$ cat config.mk
export PLATFORM = sky130hd
export DESIGN_NAME = diagnostics
export DESIGN_NICKNAME = d
export VERILOG_FILES = /design/src/rtl/diag_pkg.sv /design/src/rtl/spi_slave_byte.sv /design/src/rtl/diagnostics.sv
export SDC_FILE = /design/constraint.sdc
export NUM_CORES = 1
export LEC_CHECK = 0
export CELL_PAD_IN_SITES_DETAIL_PLACEMENT = 0
export CELL_PAD_IN_SITES_GLOBAL_PLACEMENT = 2
export CORE_MARGIN = 10
export CORE_UTILIZATION = 29
export CTS_CLUSTER_SIZE = 25
export DETAILED_ROUTE_END_ITERATION = 10
export PLACE_DENSITY = 0.88
export SLEW_MARGIN = 0
export SYNTH_ARGS = -nofsm -noshare
export SYNTH_HDL_FRONTEND = slang
export SYNTH_SLANG_ARGS = --single-unit
export TNS_END_PERCENT = 50
$ cat constraint.sdc
create_clock -name clk -period 2.2 [get_ports clk]
set_input_delay 0.44 -clock clk [delete_from_list [all_inputs] [get_ports clk]]
set_output_delay 0.44 -clock clk [all_outputs]
set_load 0.02 [all_outputs]
$ cat src/rtl/diag_pkg.sv
// Shared constants and types for the diagnostics SPI port.
// Contents: opcode values, default parameter values, command FSM state type.
package diag_pkg;

  localparam int unsigned ConfigBitsDefault = 5;
  localparam int unsigned VramAwDefault     = 11;

  localparam logic [7:0] OpHalt   = 8'h01;
  localparam logic [7:0] OpRun    = 8'h02;
  localparam logic [7:0] OpRead   = 8'h03;
  localparam logic [7:0] OpWrite  = 8'h04;
  localparam logic [7:0] OpSetCfg = 8'h05;
  localparam logic [7:0] OpVrDump = 8'h06;
  localparam logic [7:0] OpSetDis = 8'h07;
  localparam logic [7:0] OpStatus = 8'h08;

  typedef enum logic [3:0] {
    StIdle,
    StCfg,
    StDis,
    StRdHi,
    StRdLo,
    StRead,
    StWrHi,
    StWrLo,
    StWrite,
    StVram,
    StIgnore
  } diag_state_e;

endpackage

$ cat src/rtl/spi_slave_byte.sv
// SPI mode-0 byte slave, MSB first, oversampled by the system clock.
// Ports:
//   clk_i, rst_ni        system clock, synchronous active-low reset
//   sclk_i, cs_ni, mosi_i raw asynchronous SPI pins (each 2-flop synchronised)
//   tx_load_i, tx_byte_i  load the transmit shifter with the next response byte
//   miso_o               slave-to-host data, updated on SCLK fall
//   rx_byte_o, rx_done_o received byte, valid for the one clk rx_done_o is high
//   cs_active_o          synchronised chip select is asserted (low on the pin)
module spi_slave_byte (
  input  logic       clk_i,
  input  logic       rst_ni,
  input  logic       sclk_i,
  input  logic       cs_ni,
  input  logic       mosi_i,
  input  logic       tx_load_i,
  input  logic [7:0] tx_byte_i,
  output logic       miso_o,
  output logic [7:0] rx_byte_o,
  output logic       rx_done_o,
  output logic       cs_active_o
);

  logic [1:0] sclk_sync_d, sclk_sync_q;
  logic [1:0] cs_sync_d, cs_sync_q;
  logic [1:0] mosi_sync_d, mosi_sync_q;
  logic       sclk_prev_d, sclk_prev_q;
  logic [2:0] bit_cnt_d, bit_cnt_q;
  logic [7:0] rx_shift_d, rx_shift_q;
  logic       rx_done_d, rx_done_q;
  logic [7:0] tx_shift_d, tx_shift_q;
  logic       miso_d, miso_q;

  logic sclk_s, cs_s, mosi_s, sclk_rise, sclk_fall;

  assign sclk_s    = sclk_sync_q[1];
  assign cs_s      = cs_sync_q[1];
  assign mosi_s    = mosi_sync_q[1];
  assign sclk_rise = sclk_s & ~sclk_prev_q;
  assign sclk_fall = ~sclk_s & sclk_prev_q;

  always_comb begin
    sclk_sync_d = {sclk_sync_q[0], sclk_i};
    cs_sync_d   = {cs_sync_q[0], cs_ni};
    mosi_sync_d = {mosi_sync_q[0], mosi_i};
    sclk_prev_d = sclk_s;
    bit_cnt_d   = bit_cnt_q;
    rx_shift_d  = rx_shift_q;
    rx_done_d   = 1'b0;
    tx_shift_d  = tx_shift_q;
    miso_d      = miso_q;

    if (cs_s) begin
      // Deselected: drop any partial byte and pending response.
      bit_cnt_d  = '0;
      tx_shift_d = '0;
      miso_d     = 1'b0;
    end else begin
      if (sclk_rise) begin
        rx_shift_d = {rx_shift_q[6:0], mosi_s};
        bit_cnt_d  = bit_cnt_q + 3'd1;
        rx_done_d  = (bit_cnt_q == 3'd7);
      end
      if (sclk_fall) begin
        // Zero fill means the line idles low once a response has shifted out.
        miso_d     = tx_shift_q[7];
        tx_shift_d = {tx_shift_q[6:0], 1'b0};
      end
      if (tx_load_i) begin
        tx_shift_d = tx_byte_i;
      end
    end
  end

  always_ff @(posedge clk_i) begin
    if (!rst_ni) begin
      sclk_sync_q <= '0;
      cs_sync_q   <= 2'b11;
      mosi_sync_q <= '0;
      sclk_prev_q <= 1'b0;
      bit_cnt_q   <= '0;
      rx_shift_q  <= '0;
      rx_done_q   <= 1'b0;
      tx_shift_q  <= '0;
      miso_q      <= 1'b0;
    end else begin
      sclk_sync_q <= sclk_sync_d;
      cs_sync_q   <= cs_sync_d;
      mosi_sync_q <= mosi_sync_d;
      sclk_prev_q <= sclk_prev_d;
      bit_cnt_q   <= bit_cnt_d;
      rx_shift_q  <= rx_shift_d;
      rx_done_q   <= rx_done_d;
      tx_shift_q  <= tx_shift_d;
      miso_q      <= miso_d;
    end
  end

  assign miso_o      = miso_q;
  assign rx_byte_o   = rx_shift_q;
  assign rx_done_o   = rx_done_q;
  assign cs_active_o = ~cs_s;

endmodule

$ cat src/rtl/diagnostics.sv
// Diagnostics SPI port: host-side control of CPU halt, configuration, memory
// disables, and a byte-wide RAM read/write path, all driven by SPI commands.
// Ports:
//   clk, reset             system clock, synchronous active-low reset
//   diag_spi_cs_in, spi_clk_in, spi_miso, diag_spi_out   SPI slave pins
//   halt                   CPU halt request
//   diag_ram_*, ram_dataout RAM bus (parent muxes it in when halt=1)
//   configuration/config_byte  power-up and active configuration
//   ram/rom_disable_in/out power-up and active memory disables
//   vram_*                 video RAM read port
// Build option: define DIAG_VRAM_EN to enable the VRAM dump command; without it
// the VRAM address is tied to zero and that opcode is ignored.
module diagnostics
  import diag_pkg::*;
#(
  parameter int unsigned CONFIG_BITS = ConfigBitsDefault,
  parameter int unsigned VRAM_AW     = VramAwDefault
) (
  input  logic                   clk,
  input  logic                   reset,
  output logic                   halt,
  input  logic                   diag_spi_cs_in,
  input  logic                   spi_clk_in,
  input  logic                   spi_miso,
  output logic                   diag_spi_out,
  output logic [15:0]            diag_ram_address,
  input  logic [7:0]             ram_dataout,
  output logic [7:0]             diag_ram_datain,
  output logic                   diag_ram_we,
  output logic                   diag_ram_cs,
  input  logic [CONFIG_BITS-1:0] configuration,
  output logic [CONFIG_BITS-1:0] config_byte,
  output logic [VRAM_AW-1:0]     vram_read_address,
  input  logic [7:0]             vram_output,
  output logic                   vram_read_clock,
  input  logic [VRAM_AW-1:0]     vram_size,
  input  logic                   ram_disable_in,
  input  logic                   rom_disable_in,
  output logic                   ram_disable_out,
  output logic                   rom_disable_out
);

  diag_state_e state_d, state_q;

  logic                   halt_d, halt_q;
  logic [CONFIG_BITS-1:0] config_d, config_q;
  logic                   ram_dis_d, ram_dis_q;
  logic                   rom_dis_d, rom_dis_q;
  logic [15:0]            addr_d, addr_q;
  logic [7:0]             addr_hi_d, addr_hi_q;
  logic [7:0]             datain_d, datain_q;
  logic                   ram_cs_d, ram_cs_q;
  logic                   ram_we_d, ram_we_q;
  logic                   rd_cap_d, rd_cap_q;

  logic                   tx_load;
  logic [7:0]             tx_byte;
  logic [7:0]             rx_byte;
  logic                   rx_done;
  logic                   cs_active;
  logic [7:0]             status_byte;
  logic [CONFIG_BITS-1:0] cfg_from_rx;

  spi_slave_byte u_spi (
    .clk_i       (clk),
    .rst_ni      (reset),
    .sclk_i      (spi_clk_in),
    .cs_ni       (diag_spi_cs_in),
    .mosi_i      (spi_miso),
    .tx_load_i   (tx_load),
    .tx_byte_i   (tx_byte),
    .miso_o      (diag_spi_out),
    .rx_byte_o   (rx_byte),
    .rx_done_o   (rx_done),
    .cs_active_o (cs_active)
  );

  // Status reports the low five configuration bits, zero-filled if narrower.
  always_comb begin
    status_byte    = '0;
    status_byte[7] = halt_q;
    status_byte[6] = rom_dis_q;
    status_byte[5] = ram_dis_q;
    for (int i = 0; i < 5; i++) begin
      if (i < int'(CONFIG_BITS)) status_byte[i] = config_q[i];
    end
  end

  always_comb begin
    cfg_from_rx = '0;
    for (int i = 0; i < int'(CONFIG_BITS); i++) begin
      if (i < 8) cfg_from_rx[i] = rx_byte[i];
    end
  end

`ifdef DIAG_VRAM_EN
  logic [VRAM_AW-1:0] vaddr_d, vaddr_q, vaddr_inc;
  logic               vcap_d, vcap_q;
  logic               vram_start, vram_step;

  // Address goes out one clk ahead of the capture into the tx shifter.
  always_comb begin
    vaddr_inc = vaddr_q + VRAM_AW'(1);
    vaddr_d   = vaddr_q;
    vcap_d    = 1'b0;
    if (vram_start) begin
      vaddr_d = '0;
      vcap_d  = 1'b1;
    end else if (vram_step) begin
      vaddr_d = (vaddr_inc == vram_size) ? '0 : vaddr_inc;
      vcap_d  = 1'b1;
    end
  end

  always_ff @(posedge clk) begin
    if (!reset) begin
      vaddr_q <= '0;
      vcap_q  <= 1'b0;
    end else begin
      vaddr_q <= vaddr_d;
      vcap_q  <= vcap_d;
    end
  end

  assign vram_read_address = vaddr_q;
`else
  logic unused_vram;
  assign unused_vram       = ^{vram_output, vram_size};
  assign vram_read_address = '0;
`endif

  always_comb begin
    state_d   = state_q;
    halt_d    = halt_q;
    config_d  = config_q;
    ram_dis_d = ram_dis_q;
    rom_dis_d = rom_dis_q;
    addr_d    = addr_q;
    addr_hi_d = addr_hi_q;
    datain_d  = datain_q;
    ram_cs_d  = 1'b0;
    ram_we_d  = 1'b0;
    rd_cap_d  = 1'b0;
    tx_load   = 1'b0;
    tx_byte   = '0;
`ifdef DIAG_VRAM_EN
    vram_start = 1'b0;
    vram_step  = 1'b0;
`endif

    // Advance after each write strobe so the next data byte lands one higher.
    if (ram_we_q) addr_d = addr_q + 16'd1;

    // Read data is sampled the clk after the read strobe.
    if (rd_cap_q) begin
      tx_load = 1'b1;
      tx_byte = ram_dataout;
    end
`ifdef DIAG_VRAM_EN
    if (vcap_q) begin
      tx_load = 1'b1;
      tx_byte = vram_output;
    end
`endif

    if (!cs_active) begin
      state_d = StIdle;
    end else if (rx_done) begin
      unique case (state_q)
        StIdle: begin
          state_d = StIgnore;
          case (rx_byte)
            OpHalt:   halt_d  = 1'b1;
            OpRun:    halt_d  = 1'b0;
            OpRead:   state_d = StRdHi;
            OpWrite:  state_d = StWrHi;
            OpSetCfg: state_d = StCfg;
            OpSetDis: state_d = StDis;
            OpStatus: begin
              tx_load = 1'b1;
              tx_byte = status_byte;
            end
            OpVrDump: begin
`ifdef DIAG_VRAM_EN
              state_d    = StVram;
              vram_start = 1'b1;
`endif
            end
            default: ;
          endcase
        end
        StCfg: begin
          config_d = cfg_from_rx;
          state_d  = StIgnore;
        end
        StDis: begin
          ram_dis_d = rx_byte[0];
          rom_dis_d = rx_byte[1];
          state_d   = StIgnore;
        end
        StRdHi: begin
          addr_hi_d = rx_byte;
          state_d   = StRdLo;
        end
        StRdLo: begin
          addr_d   = {addr_hi_q, rx_byte};
          ram_cs_d = 1'b1;
          rd_cap_d = 1'b1;
          state_d  = StRead;
        end
        StRead: begin
          // The byte just clocked out carried RAM[addr]; prefetch addr+1.
          addr_d   = addr_q + 16'd1;
          ram_cs_d = 1'b1;
          rd_cap_d = 1'b1;
        end
        StWrHi: begin
          addr_hi_d = rx_byte;
          state_d   = StWrLo;
        end
        StWrLo: begin
          addr_d  = {addr_hi_q, rx_byte};
          state_d = StWrite;
        end
        StWrite: begin
          ram_cs_d = 1'b1;
          ram_we_d = 1'b1;
          datain_d = rx_byte;
        end
        StVram: begin
`ifdef DIAG_VRAM_EN
          vram_step = 1'b1;
`endif
        end
        StIgnore: ;
        default: state_d = StIdle;
      endcase
    end
  end

  always_ff @(posedge clk) begin
    if (!reset) begin
      state_q   <= StIdle;
      halt_q    <= 1'b0;
      config_q  <= configuration;
      ram_dis_q <= ram_disable_in;
      rom_dis_q <= rom_disable_in;
      addr_q    <= '0;
      addr_hi_q <= '0;
      datain_q  <= '0;
      ram_cs_q  <= 1'b0;
      ram_we_q  <= 1'b0;
      rd_cap_q  <= 1'b0;
    end else begin
      state_q   <= state_d;
      halt_q    <= halt_d;
      config_q  <= config_d;
      ram_dis_q <= ram_dis_d;
      rom_dis_q <= rom_dis_d;
      addr_q    <= addr_d;
      addr_hi_q <= addr_hi_d;
      datain_q  <= datain_d;
      ram_cs_q  <= ram_cs_d;
      ram_we_q  <= ram_we_d;
      rd_cap_q  <= rd_cap_d;
    end
  end

  assign halt             = halt_q;
  assign config_byte      = config_q;
  assign ram_disable_out  = ram_dis_q;
  assign rom_disable_out  = rom_dis_q;
  assign diag_ram_address = addr_q;
  assign diag_ram_datain  = datain_q;
  assign diag_ram_cs      = ram_cs_q;
  assign diag_ram_we      = ram_we_q;
  assign vram_read_clock  = clk;

endmodule

==> results of run 1 <==
layer usage:
metal / up-vias / GRT usage / part of all wire
li1: 1539 / - / -
met1: 1451 / 0.1343 / 0.47
met2: 71 / 0.1826 / 0.47
met3: 13 / 0.03544 / 0.046
met4: 0 / 0.05130 / 0.017
met5: - / 0 / 0
logic make-up after synthesis:
group | Yosys count | share of synthesized area
other cells | 1 | 0.001043
mux | 31 | 0.08876
simple gates | 149 | 0.2054
fa+ha+maj | 3 | 0.01044
xor+xnor | 12 | 0.02924
flops | 75 | 0.4372
compound gates | 86 | 0.1674
buf+inv | 45 | 0.06056
path summary, 6_finish.rpt:
kind	start	to	slack, ns	cells after the start
max	clk	vram_read_clock	0.10	3
min	u_spi.cs_sync_q[0]$_SDFF_PN1_	u_spi.cs_sync_q[1]$_SDFF_PN1_	0.41	1
max reg2reg	u_spi.rx_byte_o[5]$_SDFFE_PN0P_	u_spi.tx_shift_q[2]$_SDFFE_PP0P_	0.19	5
min reg2reg	u_spi.cs_sync_q[0]$_SDFF_PN1_	u_spi.cs_sync_q[1]$_SDFF_PN1_	0.41	1
cell usage in the layout (no fill, tap or decap), types with 2 or more instances in the layout:
| cell type | n |
|---|---|
| o31ai_1 | 10 |
| or2_2 | 2 |
| conb_1 | 11 |
| o21ai_0 | 19 |
| a22o_1 | 6 |
| mux2_2 | 3 |
| clkdlybuf4s50_1 | 54 |
| bufinv_16 | 2 |
| nand3_1 | 5 |
| buf_4 | 24 |
| a31oi_1 | 4 |
| a22oi_1 | 4 |
| o41ai_1 | 2 |
| a21oi_1 | 9 |
| nand4b_1 | 2 |
| a311oi_1 | 7 |
| nand2b_1 | 8 |
| nand2_1 | 46 |
| xnor2_1 | 4 |
| and3_1 | 6 |
| and2_1 | 6 |
| and3b_1 | 2 |
| nand4_1 | 3 |
| a21o_1 | 4 |
| edfxtp_1 | 7 |
| nor3_1 | 5 |
| clkbuf_16 | 12 |
| xor2_1 | 8 |
| o22ai_1 | 4 |
| dfxtp_1 | 68 |
| ha_1 | 3 |
| nor2b_1 | 8 |
| a211oi_1 | 7 |
| inv_1 | 6 |
| nor2_1 | 46 |
| mux2i_1 | 27 |
state kept, by name, summed over array words and instances (netlist names), 2 cells and up:
signal             count
diag_ram_address      16
addr_hi_q              8
diag_ram_datain        8
u_spi.rx_byte_o        8
u_spi.tx_shift_q       8
config_byte            5
state_q                4
u_spi.bit_cnt_q        3
u_spi.cs_sync_q        2
u_spi.mosi_sync_q      2
u_spi.sclk_sync_q      2
critical path, stage by stage:
cell           delay [ns]
clkbuf_16            0.12
clkbuf_16            0.12
dlygate4sd2_1        0.31
per-stage QoR:
stage / hold slack, ns / TNS (ns) / std cells
after floorplan: 0.3863 / 0 / 412
after global placement: 0.3962 / 0 / 621
after detailed placement: 0.3977 / -0.04701 / 621
after CTS: 0.4134 / 0 / 640
after global routing: 0.4361 / 0 / 640
final: 0.4099 / 0 / 640
area by class of cell:
class                           instances  area (um2)
Tap cell                              168       210.2
Multi-Input combinational cell        292        1843
Clock inverter                          6       88.84
Timing Repair Buffer                   78       720.7
Fill cell                            1220        7288
Inverter                                7       26.28
Sequential cell                        75        1572
Clock buffer                           14       312.8
where the power goes:
part	leakage [nW]	internal, mW	switching (mW)	total [mW]
Clock	0.200	1.25	0.636	1.88
Sequential	0.620	1.39	0.00743	1.40
Combinational	1.07	0.0613	0.0719	0.133
==> metrics, run 1 <==
Cell Area, Placed=4382 um2; synthesis warning total=0; Final #Nets=509; number of flops mapped to enable cells by yosys=7; Post-CTS Hold Buffers=0; share of layout cells above drive strength 1=0.1123; LEAKAGE=1.889 nW; DIE AREA=17250 um2; most frequent cells after synthesis=dfxtp_1 (68), nand2_1 (46), nor2_1 (46); std cell rows=40; post-synth top area share=0.3787; peak supply drop=431.5 uV; Initial Util=0.2980; Pwr Density=715.7 nW/um2; DR vias=3074; Die Wd=131.3 um; pre-CTS setup slack=-0.02824 ns; 1st-iter DRT viols=159; crit path DAT=1.66 ns; worst path required time=1.76 ns; RSZ-0062 raised after global routing=no; #FFs+latches synth=75; clk_skew=0.007066 ns; share of flip-flops with an asynchronous set or reset=0; startpoint types=clock port; GPL Wtd Cong=0.8376; crit path capture type=primary output; worst slew pin tran=0.9849 ns; Final setup viols=0; max-cap violation count=0; GRT Residual Overflow=0; Worst-path clk slew=0.06 ns; Final Hold Viols=0; post-synthesis sequential area ratio=0.4372; Chip Height=131.3 um; Cell Area, Synth=3595 um2; slew margin rel.=0.3378; design area=4773 um2; Top FF cell, synth=dfxtp_1; Routed Antenna Nets=0; Final Slew Violations=0; Worst Path Max Fanout=2; clk_lat worst skew=0.44 ns; global-route wire length before repair=15980 um; Setup Fix Bufs, Post-CTS=0; Resized cells post-CTS=1; synthesized netlist cell count=402; status=complete, no violations; final core occ=0.3957; drt drc=0; area of the core=12060 um2; most numerous cell in the Yosys netlist=dfxtp_1; GRT Total Usage=0.1131; Post-DP HPWL=6887 um; Syn Area/Cell=8.942 um2; drt first pass iters=4; initial antenna violation count=0; wire length per cell=15.02 um; Yosys cell types=58; total power=3.416 mW; ANT cells=0; Min-Delay Path Class=reg2reg; vias in the first global route=3133; WL final=9613 um; CTS tree=yes; Vias/cell=4.803; Synth area leader=dfxtp_1; largest net degree at the start of global routing=27; area growth from synthesis to layout=32.79%; CP Class=clk2out; leading post-synthesis cells by cell area=dfxtp_1 (38%), mux2i_1 (7.5%), edfxtp_1 (5.8%); io pins=86; Port Buffer Count=55; final setup margin=0.1046 ns
Power figures use the tool's default switching activity.
==> run 2, diff against run 1 <==
--- a/config.mk
+++ b/config.mk
@@ -11,7 +11,9 @@
 export CORE_UTILIZATION = 29
 export CTS_CLUSTER_SIZE = 25
 export DETAILED_ROUTE_END_ITERATION = 10
+export GPL_TIMING_DRIVEN = 0
 export PLACE_DENSITY = 0.88
+export REMOVE_ABC_BUFFERS = 1
 export SLEW_MARGIN = 0
 export SYNTH_ARGS = -nofsm -noshare
 export SYNTH_HDL_FRONTEND = slang
==> metrics, run 2 (synthesis gave the netlist of run 1 again) <==
Die Wd=131.3 um; Final min period=2.127 ns; startpoint types=flip-flop; drt first pass iters=4; worst slew pin tran=1.002 ns; Hold Worst Slack=0.4186 ns; Final Slew Violations=0; largest net degree at the start of global routing=28; 1st-iter DRT viols=183; Worst Path Max Fanout=13; met1 global-route usage=0.1291; Min-Delay Path Class=reg2reg; slew margin rel.=0.3261; clk_lat worst skew=0.44 ns; Final Hold Viols=0; LEAKAGE=1.775 nW; crit path DAT=2.42 ns; area growth from synthesis to layout=29.59%; Post-CTS Hold Buffers=0; reg-to-reg startpoint=u_spi.rx_byte_o[1]$_SDFFE_PN0P_; flop2flop setup slack=0.07 ns; Initial Util=0.2980; WL final=9641 um; final setup margin=0.07296 ns; Post-DP HPWL=6696 um; Chip Height=131.3 um; worst path required time=2.50 ns; initial antenna violation count=0; RSZ-0062 raised after global routing=no; FF-to-FF End=u_spi.tx_shift_q[0]$_SDFFE_PP0P_; drt drc=0; DR vias=3019; period utilization=0.9668; ANT cells=0; area of the core=12060 um2; global-route wire length before repair=15350 um; GRT Total Usage=0.1081; wire length per cell=15.55 um; max-cap violation count=0; met3 Track Usage GR=0.03125; CP Class=reg2reg; Port Buffer Count=55; DIE AREA=17250 um2; std cell rows=40; GPL Wtd Cong=0.8089; Pwr Density=678.4 nW/um2; peak supply drop=342.1 uV; Cell Area, Placed=4202 um2; commonest non-fill, non-tap cell in the layout=dfxtp_1; io pins=86; Final setup viols=0; clk_skew=0.005849 ns; Final #Nets=490; CTS tree=yes; share of layout cells above drive strength 1=0.09956; met2 Usage GRT=0.1790; fmax=0.4701 GHz; GRT Residual Overflow=0; commonest non-fill, non-tap cells in the layout=dfxtp_1 (63), clkdlybuf4s50_1 (53), nand2_1 (46), nor2_1 (46), mux2i_1 (27); vias in the first global route=2958; Routed Antenna Nets=0; R2R cell count=6; Worst Hold Path EP=u_spi.cs_sync_q[1]$_SDFF_PN1_; Vias/cell=4.869; design area=4658 um2; GRT busiest layer=met2; min-delay src=u_spi.cs_sync_q[0]$_SDFF_PN1_; crit path capture type=flip-flop; Largest register FFs=16; status=complete, no violations; Hold Crit Depth=1; Worst-path clk slew=0.05 ns; pre-CTS setup slack=-1.278 ns
## run 2: worst max-delay path by stage
stage / end / slack [ns] / startpoint / cells past startpoint
after floorplan: diag_ram_address[7]$_SDFF_PN0_ / 0.08 / state_q[2]$_SDFFE_PP0P_ / 4
after global placement: diag_ram_address[15]$_SDFF_PN0_ / -1.20 / reset / 4
after detailed placement: diag_ram_address[0]$_SDFF_PN0_ / -1.28 / reset / 5
after CTS: diag_ram_datain[7]$_SDFFE_PN0P_ / 0.008 / u_spi.rx_done_o$_SDFF_PP0_ / 4
after global routing: u_spi.tx_shift_q[6]$_SDFFE_PP0P_ / 0.005 / state_q[1]$_SDFFE_PP0P_ / 5
final: u_spi.tx_shift_q[0]$_SDFFE_PP0P_ / 0.07 / u_spi.rx_byte_o[1]$_SDFFE_PN0P_ / 6
## run 2: repair_timing
action	in CTS	in global routing
pin swaps	2	2
buffers inserted	2	3
endpoints found under the setup margin	53	33
resized for setup	16	7
## run 2: layout make-up
type                    instances  area [um2]
fillers                      1218        7403
clock buffers                  17       334.1
inverters                       7       27.53
well taps                     168       210.2
flip-flops and latches         75        1578
clock inverters                 2       13.76
repair buffers                 59       579.3
multi-input cells             292        1916
## run 2: through the flow
step	std cells	total power [mW]	util	setup TNS, ns
floorplan	374	1.490	-	0
global placement	597	1.620	0.3483	-41.15
detailed placement	597	1.622	0.3483	-47.27
CTS	617	3.200	0.3831	0
global route	620	3.286	0.3862	0
finish	620	3.160	0.3862	0
## run 2: routing by layer
layer	vias to the layer above	share of wire
li1	1498	-
met2	52	0.49
met3	10	0.037
met1	1459	0.46
met4	0	0.012
met5	-	0
## run 2: critical path, cell delays in order, from the launching register on
cell and delay [ns]:
dfxtp_1 0.48, or4bb_1 0.59, nor4_4 0.26, buf_4 0.18, mux2_4 0.29, nor2_1 0.12, a211oi_2 0.06
## run 2: where the power goes
part / internal, mW / leakage, nW / switching (mW)
Sequential: 1.39 / 0.623 / 0.00656
Clock: 1.04 / 0.172 / 0.592
Combinational: 0.0582 / 0.981 / 0.0726
